File: src/rtl/leg_hazard_pkg.sv
// Shared types for the LEG hazard controller: forwarding selects and multiply FSM states.
// Latency: n/a (types only).
// Backpressure: n/a.
package leg_hazard_pkg;

    typedef enum logic [1:0] {
        FWD_RF = 2'b00,
        FWD_W  = 2'b01,
        FWD_M  = 2'b10
    } fwd_sel_t;

    typedef enum logic {
        MUL_IDLE = 1'b0,
        MUL_BUSY = 1'b1
    } mul_state_t;

endpackage

File: src/rtl/hazard_mulfsm.sv
// Multiply occupancy tracker: holds Execute busy for the cycles after a multiply's first cycle.
// Latency: mul_busy_o rises the cycle after an accepted start and lasts MUL_LAT-1 unstalled cycles.
// Backpressure: stall_i (memory freeze) holds both state and counter unchanged.
module hazard_mulfsm
    import leg_hazard_pkg::*;
#(
    parameter int MUL_LAT = 3
) (
    input  logic clk_i,
    input  logic rst_ni,
    input  logic start_i,
    input  logic stall_i,
    output logic mul_busy_o
);

    localparam int CNT_W = $clog2(MUL_LAT);

    mul_state_t       state_q, state_d;
    logic [CNT_W-1:0] cnt_q, cnt_d;

    // State and counter registers; reset drops any multiply in flight immediately.
    always_ff @(posedge clk_i or negedge rst_ni) begin
        if (!rst_ni) begin
            state_q <= MUL_IDLE;
            cnt_q   <= '0;
        end else begin
            state_q <= state_d;
            cnt_q   <= cnt_d;
        end
    end

    // Next state: a start while busy is the same held instruction, so it is ignored.
    always_comb begin
        state_d = state_q;
        cnt_d   = cnt_q;
        case (state_q)
            MUL_IDLE: begin
                if (start_i && !stall_i) begin
                    state_d = MUL_BUSY;
                    cnt_d   = CNT_W'(MUL_LAT - 2);
                end
            end
            MUL_BUSY: begin
                if (!stall_i) begin
                    if (cnt_q == '0) begin
                        state_d = MUL_IDLE;
                    end else begin
                        cnt_d = cnt_q - CNT_W'(1);
                    end
                end
            end
            default: begin
                state_d = MUL_IDLE;
                cnt_d   = '0;
            end
        endcase
    end

    assign mul_busy_o = (state_q == MUL_BUSY);

endmodule

File: src/rtl/hazard_unit.sv
// Five-stage pipeline hazard controller: forwarding selects, stage stalls/flushes, pending branch flush.
// Latency: all outputs combinational from inputs and state (0 cycles); multiply holds Execute MUL_LAT cycles.
// Backpressure: DataStallM freezes every stage and all internal state. Macro HAZARD_FORWARD_EN enables forwarding.
module hazard_unit
    import leg_hazard_pkg::*;
#(
    parameter int MUL_LAT = 3
) (
    input  logic       clk,
    input  logic       reset,
    input  logic       Match_1E_M,
    input  logic       Match_1E_W,
    input  logic       Match_2E_M,
    input  logic       Match_2E_W,
    input  logic       Match_1D_E,
    input  logic       Match_2D_E,
    input  logic       RegWriteM,
    input  logic       RegWriteW,
    input  logic       MemtoRegE,
    input  logic       MulStartE,
    input  logic       BranchTakenE,
    input  logic       DataStallM,
    output logic [1:0] ForwardAE,
    output logic [1:0] ForwardBE,
    output logic       StallF,
    output logic       StallD,
    output logic       StallE,
    output logic       StallM,
    output logic       StallW,
    output logic       FlushD,
    output logic       FlushE,
    output logic       FlushM,
    output logic       FlushW
);

    fwd_sel_t fwd_a, fwd_b;
    logic     ex_hz;
    logic     ldstall;
    logic     mul_busy;
    logic     flush_pend_q, flush_pend_d;
    logic     br_flush;

    hazard_mulfsm #(
        .MUL_LAT (MUL_LAT)
    ) u_mulfsm (
        .clk_i      (clk),
        .rst_ni     (reset),
        .start_i    (MulStartE),
        .stall_i    (DataStallM),
        .mul_busy_o (mul_busy)
    );

    // Operand sourcing: forward with Memory over Writeback, or stall until the producer retires.
    always_comb begin
        fwd_a = FWD_RF;
        fwd_b = FWD_RF;
        ex_hz = 1'b0;
`ifdef HAZARD_FORWARD_EN
        if (Match_1E_M && RegWriteM)      fwd_a = FWD_M;
        else if (Match_1E_W && RegWriteW) fwd_a = FWD_W;
        if (Match_2E_M && RegWriteM)      fwd_b = FWD_M;
        else if (Match_2E_W && RegWriteW) fwd_b = FWD_W;
`else
        ex_hz = ((Match_1E_M || Match_2E_M) && RegWriteM) ||
                ((Match_1E_W || Match_2E_W) && RegWriteW);
`endif
    end

    assign ForwardAE = fwd_a;
    assign ForwardBE = fwd_b;
    assign ldstall   = (Match_1D_E || Match_2D_E) && MemtoRegE;
    assign br_flush  = BranchTakenE || flush_pend_q;

    // A branch seen while memory is frozen is remembered and replayed on the first free cycle.
    always_comb begin
        flush_pend_d = DataStallM ? (flush_pend_q || BranchTakenE) : 1'b0;
    end

    // Pending-flush latch.
    always_ff @(posedge clk or negedge reset) begin
        if (!reset) flush_pend_q <= 1'b0;
        else        flush_pend_q <= flush_pend_d;
    end

    // Stall/flush merge: memory freeze overrides all; a stalled Execute never gets a bubble.
    always_comb begin
        StallF = 1'b0;
        StallD = 1'b0;
        StallE = 1'b0;
        StallM = 1'b0;
        StallW = 1'b0;
        FlushD = 1'b0;
        FlushE = 1'b0;
        FlushM = 1'b0;
        if (DataStallM) begin
            StallF = 1'b1;
            StallD = 1'b1;
            StallE = 1'b1;
            StallM = 1'b1;
            StallW = 1'b1;
        end else begin
            StallE = mul_busy || ex_hz;
            StallF = ldstall || StallE;
            StallD = ldstall || StallE;
            FlushM = StallE;
            FlushD = br_flush;
            FlushE = (ldstall || br_flush) && !StallE;
        end
    end

    assign FlushW = 1'b0;

endmodule

File: config.mk
export PLATFORM = sky130hd
export DESIGN_NAME = hazard_unit
export DESIGN_NICKNAME = d
export VERILOG_FILES = /design/src/rtl/leg_hazard_pkg.sv /design/src/rtl/hazard_mulfsm.sv /design/src/rtl/hazard_unit.sv
export SDC_FILE = /design/constraint.sdc
export NUM_CORES = 1
export LEC_CHECK = 0
export CORE_AREA = 2 2 39 41
export CTS_CLUSTER_SIZE = 24
export DETAILED_ROUTE_END_ITERATION = 8
export DIE_AREA = 0 0 41 43
export HOLD_SLACK_MARGIN = 0.02
export PLACE_DENSITY_LB_ADDON = 0.25
export SLEW_MARGIN = 20
export SYNTH_ARGS = -nofsm -noshare
export SYNTH_HDL_FRONTEND = slang
export SYNTH_HIERARCHICAL = 1
export SYNTH_SLANG_ARGS = --single-unit
File: constraint.sdc
create_clock -name clk -period 1.3 [get_ports clk]
set_input_delay 0.26 -clock clk [delete_from_list [all_inputs] [get_ports clk]]
set_output_delay 0.26 -clock clk [all_outputs]
set_load 0.02 [all_outputs]
==> impl_metrics.tcl <==
set metrics [dict create \
    core_um2 1384 \
    slowest_delay_ns 0.36 \
    rsz0062_at_grt "true" \
    synth_warnings 6 \
    n_antenna_cell 0 \
    cts_root_buf "clkbuf_4" \
    io_pins 27 \
    critPathBufInv 1 \
    required_ns 1.04 \
    initial_utilization_pct 24.50 \
    synth_area_leader_cell "dfrtp_1" \
    port_buffers 21 \
    vdd_drop_max_mv 0.5872 \
    finClkSkew_ns 0.005287 \
    die_area_um2 1763 \
    cts_buffers 3 \
    synth-main-ff-cell "dfrtp_1" \
    finalCriticalPeriod_ns 1.403 \
    dieWidth_um 41 \
    routabilityCongestion 0.6303 \
    route.detailed.drc 0 \
    crit_path_end_kind "output pin" \
    p_leak_nw 0.2968 \
    finalHoldViolCount 0 \
    status "finished, violations left" \
    cts_tree "built" \
    critPathTopFamily "simple AND/OR/NAND/NOR gates" \
    synth_area_um2 339.1 \
    path_class "reg -> out" \
    yosys.area.top_type_share_pct 29.52 \
    utilization_pct 41.77 \
    finalNetCount 81 \
    p_total_mw 0.7404 \
    yosysMostFrequentCell "buf_4" \
    dr.first_iter.drc_count 2 \
    wirelength_um 811 \
    cp_cell_sequence "and3b_2 > nand3b_1 > buf_6" \
    syn_inst 38 \
    grt_first_pass_wirelength_mm 1.159 \
    finalNonFillerCells 80 \
    grt_max_degree 8 \
    worstSetupStartpointType "flip-flop" \
    ys_ff_latch 4 \
    clockBufferDepth 2 \
    first_pass_iters 4 \
    grt_overflow 0 \
    ctsHoldBuffers 0 \
    fin_crit_sh_pct 107.9 \
    power_density_nw_per_um2 1281 \
    vias 345 \
    maxCapViolations 0 \
    hp-class "in -> async" \
    area_delta_synth_final_pct 70.48 \
    drive_gt1_share_pct 35.94 \
    insertion_delay_ns 0.24 \
    cp_max_fo 4 \
    cp.arrival_ns 1.14 \
    synth_area_leaders "dfrtp_1 30%, buf_4 18%, a221oi_2 4.4%, nor2_1 4.4%, and4bb_1 3.7%" \
    fp.dieH_um 43 \
    ys_seq_area_share_pct 29.52 \
    finalWorstSetupSlack_ns -0.1031 \
    synth_edf_count 0 \
    clock_sinks 4 \
    slew_violations 0 \
    synth.distinct_cells 21 \
    violations "negative setup slack" \
    track_usage_pct 10.28 \
    antenna_found_initial 0 \
    drtAntennaViolNets 0 \
    grt_pass1_vias 316 \
    via_per_inst 4.313 \
    synth_common_cells "8 x buf_4, 4 x dfrtp_1, 4 x nor2_1" \
    dpl.cell_count 76 \
    synth-async-reset-ratio_pct 100.0 \
    clkTransAtPathRegs_ns 0.04 \
    final-setup-viol-count 5 \
    dp_hpwl_um 614.2 \
    wl_per_cell_um 10.14 \
    crit_path_top_delay_cell "dfrtp_1" \
    htreeDepth 1 \
    fmax_mhz 712.7 \
    rows 14 \
    synth_area_per_cell_um2 8.923 \
]
-- flip-flops by register name, summed over array words and instances (netlist names) --
signal,cells
u_mulfsm/mul_busy_o,1
flush_pend_q,1
u_mulfsm/cnt_q,2
-- layer usage --
layer / routed length [um] / global-route usage, % / part of all wire [%] / vias up
met1: 302 / 8.795 / 37 / 150
met5: 0 / 0 / 0 / -
met3: 150 / 6.806 / 18 / 0
met4: 0 / 6.000 / 0 / 0
met2: 358 / 16.56 / 44 / 22
li1: - / - / - / 173
-- what timing repair did --
| action | 4_1_cts | 5_1_grt |
|---|---|---|
| gates resized for setup | 51 | 4 |
| buffers inserted | 0 | 1 |
| pin swaps | 7 | 1 |
| endpoints found under the setup margin | 9 | 8 |
| gates cloned | 0 | 0 |
-- cell families (layout without fill, tap and decap cells) --
family	after synthesis	count (layout)	share of synthesized area [%]
compound gates	8	8	18.82
buf+inv	10	32	19.93
fa+ha+maj	1	1	3.689
simple gates	14	14	26.94
flops	4	4	29.52
other cells	1	5	1.106
-- placed cells by master, fill, tap and decap left out --
cell type,Yosys,layout
inv_1,2,2
and3b_2,1,1
a221oi_2,1,1
nand3b_1,1,1
nor2_2,0,2
and4bb_1,1,1
conb_1,1,5
clkbuf_4,0,3
nor2b_1,2,2
dfrtp_1,4,4
and2_1,1,1
clkdlybuf4s50_1,0,2
a21oi_1,1,1
dlygate4sd2_1,0,11
clkbuf_2,0,2
and3_1,1,1
nor4b_1,1,1
o21ai_1,2,2
o21bai_2,1,1
a22o_1,1,1
nor2_1,4,2
a211o_1,1,1
buf_2,0,1
buf_4,8,6
buf_6,0,5
nand2b_1,2,2
ha_1,1,1
o21ai_2,0,1
-- worst paths after layout --
check	from	end	slack, ns	depth (start not counted)
max	u_mulfsm/mul_busy_o$_DFF_PN0_	StallD	-0.10	3
min	reset	flush_pend_q$_DFF_PN0_	0.23	1
max reg2reg	u_mulfsm/cnt_q[0]$_DFFE_PN0P_	u_mulfsm/cnt_q[1]$_DFFE_PN0P_	0.07	4
min reg2reg	u_mulfsm/cnt_q[1]$_DFFE_PN0P_	u_mulfsm/cnt_q[1]$_DFFE_PN0P_	0.50	1
max in group asynchronous	reset	u_mulfsm/cnt_q[1]$_DFFE_PN0P_	0.90	1
min in group clk	u_mulfsm/cnt_q[1]$_DFFE_PN0P_	u_mulfsm/cnt_q[1]$_DFFE_PN0P_	0.50	1
-- cell type report --
class / instances / area (um^2)
Clock buffer: 3 / 22.52
Fill cell: 149 / 805.8
Inverter: 2 / 7.507
Multi-Input combinational cell: 28 / 195.2
Sequential cell: 4 / 100.1
Tap cell: 16 / 20.02
Timing Repair Buffer: 27 / 232.7
-- power by group --
part / switching, mW / internal, mW / leakage [nW]
Clock: 0.0526 / 0.103 / 0.0138
Sequential: 0.0228 / 0.171 / 0.0479
Combinational: 0.189 / 0.202 / 0.235
-- worst register-to-register path, delay by kind of cell, from the launching register on --
kind,cells,cell delay [ns]
flip-flops,1,0.34
adder cells (fa/ha/maj),1,0.26
AO/OA/AOI/OAI,1,0.26
AND/OR/NAND/NOR,1,0.18
buffers and inverters,1,0.07
-- stage by stage --
stage / worst slack, ns / area, um^2 / TNS [ns] / hold slack, ns
detailed placement: -0.6953 / 561.8 / -5.654 / 0.4836
CTS: -0.1245 / 574.3 / -0.4030 / 0.2249
floorplan: -0.07343 / 357.8 / -0.07343 / -0.03559
global route: -0.1576 / 578.1 / -0.5603 / 0.2486
global placement: -0.6737 / 561.8 / -5.577 / 0.4827
finish: -0.1031 / 578.1 / -0.3048 / 0.2262
(Power assumes the default switching activity.)
